**config.mk**
```make
export PLATFORM = sky130hd
export DESIGN_NAME = router_output_arbiter
export DESIGN_NICKNAME = d
export VERILOG_FILES = /design/src/rtl/router_output_arbiter.sv
export SDC_FILE = /design/constraint.sdc
export NUM_CORES = 1
export LEC_CHECK = 0
export BUFFER_PORTS_ARGS = -buffer_cell sky130_fd_sc_hd__buf_2
export CAP_MARGIN = 30
export CORE_ASPECT_RATIO = 0.75
export CORE_UTILIZATION = 40
export DETAILED_ROUTE_END_ITERATION = 6
export HOLD_SLACK_MARGIN = 0.15
export PLACE_DENSITY_LB_ADDON = 0.08
export SYNTH_ARGS = -nofsm -noshare
export SYNTH_HDL_FRONTEND = slang
export SYNTH_SLANG_ARGS = --single-unit
```
**constraint.sdc**
```tcl
create_clock -name clk -period 3.1 [get_ports clk]
set_input_delay 0.155 -clock clk [delete_from_list [all_inputs] [get_ports clk]]
set_output_delay 0.155 -clock clk [all_outputs]
set_load 0.01 [all_outputs]
```
**src/rtl/router_output_arbiter.sv**
```systemverilog
// Router output-port arbiter.
// Wormhole-style lock: once a requester wins, it owns the output until its
// tail flit transfers. Winner selection is round-robin starting at rr_ptr,
// which moves to the port after the last owner when a packet completes.
module router_output_arbiter #(
    parameter int DATA_WIDTH = 32,
    parameter int NUM_PORTS  = 5
) (
    input  logic                             clk,
    input  logic                             rst,
    input  logic [NUM_PORTS-1:0]             in_valid,
    input  logic [NUM_PORTS*DATA_WIDTH-1:0]  in_data,
    input  logic [NUM_PORTS-1:0]             in_tail,
    output logic [NUM_PORTS-1:0]             in_ready,
    output logic                             out_valid,
    output logic [DATA_WIDTH-1:0]            out_data,
    output logic                             out_tail,
    input  logic                             out_ready,
    output logic [NUM_PORTS-1:0]             grant,
    output logic                             busy,
    output logic [15:0]                      pkt_count
);

    localparam int PTR_W = (NUM_PORTS > 1) ? $clog2(NUM_PORTS) : 1;

    typedef enum logic {
        IDLE   = 1'b0,
        LOCKED = 1'b1
    } state_t;

    state_t             state_q, state_d;
    logic [PTR_W-1:0]   rr_ptr_q, rr_ptr_d;
    logic [PTR_W-1:0]   owner_q, owner_d;
    logic [15:0]        pkt_count_q, pkt_count_d;
    logic [PTR_W-1:0]   pick;
    logic               pick_found;
    int                 idx;

    // Round-robin search: first valid requester at or above rr_ptr, wrapping.
    always_comb begin
        pick       = rr_ptr_q;
        pick_found = 1'b0;
        idx        = 0;
        for (int i = 0; i < NUM_PORTS; i++) begin
            idx = int'(rr_ptr_q) + i;
            if (idx >= NUM_PORTS) begin
                idx = idx - NUM_PORTS;
            end
            if (!pick_found && in_valid[idx]) begin
                pick       = PTR_W'(idx);
                pick_found = 1'b1;
            end
        end
    end

    // Next-state logic and the owner-steered datapath outputs.
    always_comb begin
        state_d     = state_q;
        rr_ptr_d    = rr_ptr_q;
        owner_d     = owner_q;
        pkt_count_d = pkt_count_q;
        in_ready    = '0;
        out_valid   = 1'b0;
        out_data    = '0;
        out_tail    = 1'b0;
        grant       = '0;
        busy        = 1'b0;

        case (state_q)
            IDLE: begin
                if (pick_found) begin
                    owner_d = pick;
                    state_d = LOCKED;
                end
            end
            LOCKED: begin
                busy              = 1'b1;
                grant[owner_q]    = 1'b1;
                out_valid         = in_valid[owner_q];
                out_data          = in_data[int'(owner_q)*DATA_WIDTH +: DATA_WIDTH];
                out_tail          = in_tail[owner_q];
                in_ready[owner_q] = out_ready;
                // Only a transferred tail flit releases the lock.
                if (out_valid && out_ready && out_tail) begin
                    state_d     = IDLE;
                    pkt_count_d = pkt_count_q + 16'd1;
                    if (owner_q == PTR_W'(NUM_PORTS - 1)) begin
                        rr_ptr_d = '0;
                    end else begin
                        rr_ptr_d = owner_q + 1'b1;
                    end
                end
            end
            default: begin
                state_d = IDLE;
            end
        endcase
    end

    // State register; reset wins over any transfer in the same cycle.
    always_ff @(posedge clk) begin
        if (rst) begin
            state_q     <= IDLE;
            rr_ptr_q    <= '0;
            owner_q     <= '0;
            pkt_count_q <= '0;
        end else begin
            state_q     <= state_d;
            rr_ptr_q    <= rr_ptr_d;
            owner_q     <= owner_d;
            pkt_count_q <= pkt_count_d;
        end
    end

    assign pkt_count = pkt_count_q;

endmodule

```
Yosys cells after proc, flatten, opt, wreduce, memory -nomap -nowiden --
Index checks and enable logic that the tools add are counted.
Storage, ports and cells: bits in registers 23, bits of input ports 173, logic and storage cells 90
Cells by class: add/sub/neg operators 11, $lt $le $gt $ge 12, equality and inequality tests 1, shifts and indexed selects 1, mux-type cells 46, bitwise logic cells 2, reductions and logical operators 13
Operator list (count):
- 32-bit 2-to-1 mux | 6
- 32-bit by 5-bit < comparator with 1-bit output (second input constant) | 5
- 160-bit by 9-bit variable part select with 32-bit output | 1
- 1-bit 2-to-1 mux | 23
- 1-bit binary-select mux with 3-bit select | 7
- 4-bit by 3-bit subtractor with 5-bit output (second input constant) | 4
- 3-bit 2-to-1 mux | 6
- 16-bit by 1-bit adder with 16-bit output (second input constant) | 1
- 4-bit by 3-bit greater-or-equal comparator with 1-bit output (second input constant) | 4
- 5-bit 2-to-1 mux | 2
- 3-bit by 2-bit adder with 4-bit output (second input constant) | 2
- 1-bit logical AND | 7
- 5-bit AND | 1
- 3-bit by 1-bit adder with 4-bit output (second input constant) | 1
- 3-bit by 3-bit adder with 4-bit output (second input constant) | 1
- 1-bit zero test | 4
- 3-bit by 4-bit < comparator with 1-bit output (second input constant) | 1
- 2-bit AND reduction | 2
- 3-bit by 3-bit subtractor with 4-bit output (second input constant) | 1
- 3-bit by 1-bit adder with 3-bit output (second input constant) | 1
- 1-bit demux with 3-bit select | 1
- 3-bit equality test (second input constant) | 1
- 3-bit by 1-bit greater-or-equal comparator with 1-bit output (second input constant) | 1
- 3-bit greater-or-equal comparator (second input constant) | 1
- other kinds (2) | 2

Longest topological paths before layout --
depth in word-level cells 20, gate-level depth with buffers 13, gate-level depth less buffers 12

Worst setup path before layout --
No wires, ideal clock.
path kind register -> register, start register rr_ptr_q[1], end register owner_q[0], arrival time 2.923 ns, data required time 2.983 ns, path slack 0.059 ns, cell stages (with the launch flop) 12, buffers on the path 2, clock period less this slack 3.041 ns, path through dfxtp_1 -> clkbuf_1 -> inv_1 -> ha_1 -> buf_4 -> or3_1 -> a32o_2 -> a22oi_4 -> nand3_2 -> or3_1 -> o2bb2ai_1 -> a32o_1
Between the ends: word-level cells in the longest chain between the ends 19
RTL lines:
- start: declaration | RTL line 32 | logic [PTR_W-1:0] rr_ptr_q, rr_ptr_d;
- start signal: assignment | RTL line 109 | rr_ptr_q <= rr_ptr_d;
- parallel branches: the longest is 19 deep, another holds 4-bit by 3-bit subtractor with 5-bit output
- end signal: assignment | RTL line 110 | owner_q <= owner_d;
- end: declaration | RTL line 33 | logic [PTR_W-1:0] owner_q, owner_d;
Parallel ways; which one is timed is not known. The select of a mux whose other input is x is not followed. A chain may end at the register's enable or synchronous reset.

Worst setup path in the final report --
start register rr_ptr_q[0], end register owner_q[0]
Same word-level chain as after synthesis.

==> results <==
- Between clock sinks in the finished design, the worst skew comes to 0.001191 ns.
- The share of flip-flops with an asynchronous set or reset is 0%.
- Static timing analysis puts the maximum clock frequency at 344.1 MHz.
- Across the VDD grid, the largest voltage drop is 0.0002070 V.
- The depth of the CTS H-tree is 1.
- In this run the worst path has a maximum fanout of 30.
- The relative area change from synthesis to final layout is 39.11%.
- For the worst setup path, the data arrival time is 3.06 ns.
- The total clock sinks is 23.
- Buffers placed on the I/O ports in this run total 233.
- The max-slew violation count is 0.
- The remaining routing DRC violations is 30.
- For this run, the post-layout net count is 844.
- The remaining global-route overflow is 0.
- The core region is 0.008563 mm².
- The via count of the first global-routing pass is 4141.
- The average instance in the mapped netlist occupies 8.244 µm².
- The total placed instance area is 0.004891 mm².
- The checks that failed: design-rule violations.
- Dividing total power by cell area gives a power density of 447.8 mW/mm².
- After detailed routing, the number of vias per cell comes to 5.758.
- The run finished, with violations left.
- The first global-routing pass estimated 21.07 mm of wire.
- The global router's overall resource usage is 28.12%.
- The average wire length per cell after detail routing is 17.77 µm.
- For this run, the register share of the synthesized area comes to 12.84%.
- Counting distinct cell types in the post-synthesis netlist gives 67.
- For this run, the detailed router's first-pass iteration total came to 7.
- In the layout the commonest cells are buf_2 (233), nor2_1 (65), mux4_2 (34).
- The worst register-to-register path has a setup slack of 0.19 ns.
- Setup violations remaining at the end of the flow were counted as 0.
- The post-synthesis net count is 622.
- The die footprint is 0.009352 mm².
- The buffer depth of the longest clock path is 2.
- The transition time at the pin with the least slew margin is 0.6421 ns.
- Routability-driven placement finished with a final weighted congestion of 0.9216.
- After filler insertion, the fill cell instance count of the layout stands at 852.
- The final design instance area without fill is 0.004989 mm².
- The worst setup path is captured at a flip-flop.
- The kind of start point of the critical path is a flip-flop.
- For the worst flop-to-flop path, the logic depth is 11.
- The end of the critical path is owner_q[0].
- Summing every instance area after synthesis gives 0.003586 mm².
- The clock transition at the registers of the reported paths is 0.07 ns.
- The largest net degree at the start of global routing is 37.
- The capturing point of the worst reg2reg path is owner_q[0].
- Setup repair after global routing left no endpoint under its margin.
- The number of antenna violations at the first check in global routing was 0.
- Summed over all cells, the static leakage comes to 2.423 nW.
- Of the cells placed in the final design, the portion with a size suffix greater than 1 is 47.56%.
- The minimum period implied by the final worst setup slack is 2.906 ns.
- The most frequent standard cell in the layout excluding fill and tap cells is buf_2.
- The top-level port count is 234.
- In this run the horizontal extent of the chip is 111.3 µm.
- The count of antenna-violating nets left after detailed routing is 0.
- The vertical die dimension is 84 µm.
- In this run the critical register-to-register path is launched from rr_ptr_q[0].
- The cell count after synthesis is 435.
- The final count of hold timing violations came to 0.
- The total clock buffers created by CTS is 3.
- The fraction of the cycle the final worst path needs is 93.75%.
- The initial core utilization is 41.88%.
- TritonCTS built the clock tree.
- The main flop type after synthesis is dfxtp_1.
- The required time of the critical path is 3.25 ns.
- In this run, synthesis produced a sequential element count of 23.
- Max-cap violations in this run came to 0.
- The category of the critical setup timing path is flip-flop to flip-flop.
- The HPWL after detailed placement is 10.87 mm.
- The critical path launch point is rr_ptr_q[0].
- The total number of yosys warnings is 0.
- The antenna cell count is 0.
- The clock tree root driver cell is clkbuf_16.
- The setup fix buffers added after clock tree synthesis is 0.
- In this run the worst hold path is classified as input pin to flip-flop.
- The row count is 29.
- The synthesized design contains 0 enable-type register cells.
- Wires add up to 13.57 mm.
- The number of design-rule violations left by the first detailed-router iteration is 364.
- Headroom to the max-slew limit came out at 57.19%.
- The routed via count is 4399.
- The clock reaches the later pin of the worst-skew pair after 0.26 ns.
- The final sum of negative setup slack is 0 ns.
- The worst hold path begins at rst.
-- state kept, by name (all words and copies together), names as in the netlist --
signal / cells
owner_q: 3
pkt_count: 16
rr_ptr_q: 3
state_q: 1
-- Yosys cell counts, types with 2 or more instances --
master	instances	share of area [%]
a211o_1	3	0.73
a211oi_1	2	0.42
a21oi_1	12	1.7
a22o_1	3	0.73
a22oi_1	33	6.9
a311oi_1	2	0.49
a31oi_1	4	0.70
a32o_2	2	0.63
and2_1	8	1.4
and3_1	8	1.4
buf_1	6	0.63
buf_2	9	1.3
clkbuf_1	20	2.1
dfxtp_1	23	13
ha_1	14	4.9
inv_1	14	1.5
inv_2	2	0.21
mux2i_1	16	4.5
mux4_2	34	21
nand2_1	22	2.3
nand2b_1	4	0.70
nand3_1	8	1.1
nand3b_1	2	0.42
nand4_1	6	1.0
nor2_1	65	6.8
nor2b_1	15	2.6
nor3_1	12	1.7
nor4_1	2	0.35
o2111ai_1	2	0.49
o211ai_1	4	0.84
o21ai_0	14	2.0
o21ai_1	5	0.70
o221ai_1	2	0.49
o22ai_1	3	0.52
o2bb2ai_1	4	0.98
or3_1	6	1.0
xnor2_1	10	2.4
xor2_1	5	1.2
-- what timing repair did --
item                                    4_1_cts  5_1_grt
gates resized for setup                       0        3
endpoints found under the setup margin        0        1
hold buffers                                  0        0
-- critical path, cell delays in order, from the launching register on --
cell	delay, ns
dfxtp_1	0.34
buf_4	0.31
ha_1	0.36
a21oi_4	0.12
buf_4	0.17
mux2i_1	0.11
o221a_1	0.31
a22oi_4	0.23
nand3_2	0.09
or3_1	0.39
o2bb2ai_1	0.14
a32o_1	0.24
-- routing by layer --
layer / track usage, % / wire, µm / share of wire (%)
met1: 36.90 / 5754 / 42
met2: 48.52 / 6514 / 48
met3: 4.357 / 1035 / 7.6
met4: 6.511 / 269 / 2.0
met5: 0 / 0 / 0
-- power breakdown --
group	switching, mW	internal (mW)
clock network	0.119	0.175
logic	0.785	0.764
registers	0.0757	0.314
-- final cells by class --
type	count	area, µm²	share of cell area (%)
clock buffer	3	75.07	1.505
tap	108	135.1	2.709
clock inverter	1	7.507	0.1505
inverter	17	63.81	1.279
timing repair buffer	254	1324	26.54
multi-input combinational	358	2920	58.54
sequential	23	462.9	9.280
-- cells by family (layout without fill, tap and decap cells) --
logic type                 count (synthesis)  in the layout  share of synthesized area (%)
xor gates and xnor gates                  16             16                          4.117
DFF                                       23             23                          12.84
and+or+nand+nor                          166            166                          22.82
adders and majority gates                 14             14                          4.885
AOI/OAI and AO/OA                        111            111                          22.93
muxes                                     51             51                          26.13
buffers and inverters                     54            275                          6.280
-- per-stage QoR --
step	power [mW]	hold WS [ns]	util, %	worst slack [ns]	instances
2_1_floorplan	1.436	0.2330	-	0.05938	435
3_3_place_gp	1.910	0.4704	57.12	0.2667	760
3_5_place_dp	1.928	0.4816	57.12	0.1760	760
4_1_cts	2.234	0.3167	58.08	0.1520	764
5_1_grt	2.403	0.3509	58.26	0.01168	764
6_report	2.234	0.3147	58.26	0.1936	764
-- worst min path at each step --
| stage | slack (ns) | cells past startpoint | to |
|---|---|---|---|
| global placement | 0.47 | 2 | pkt_count[15] |
| finish | 0.31 | 2 | rr_ptr_q[0] |
| floorplan | 0.23 | 1 | state_q |
| detailed placement | 0.48 | 2 | pkt_count[15] |
| CTS | 0.32 | 2 | rr_ptr_q[0] |
| global route | 0.35 | 2 | pkt_count[2] |
Note: power is estimated with default switching activity, not from simulation.
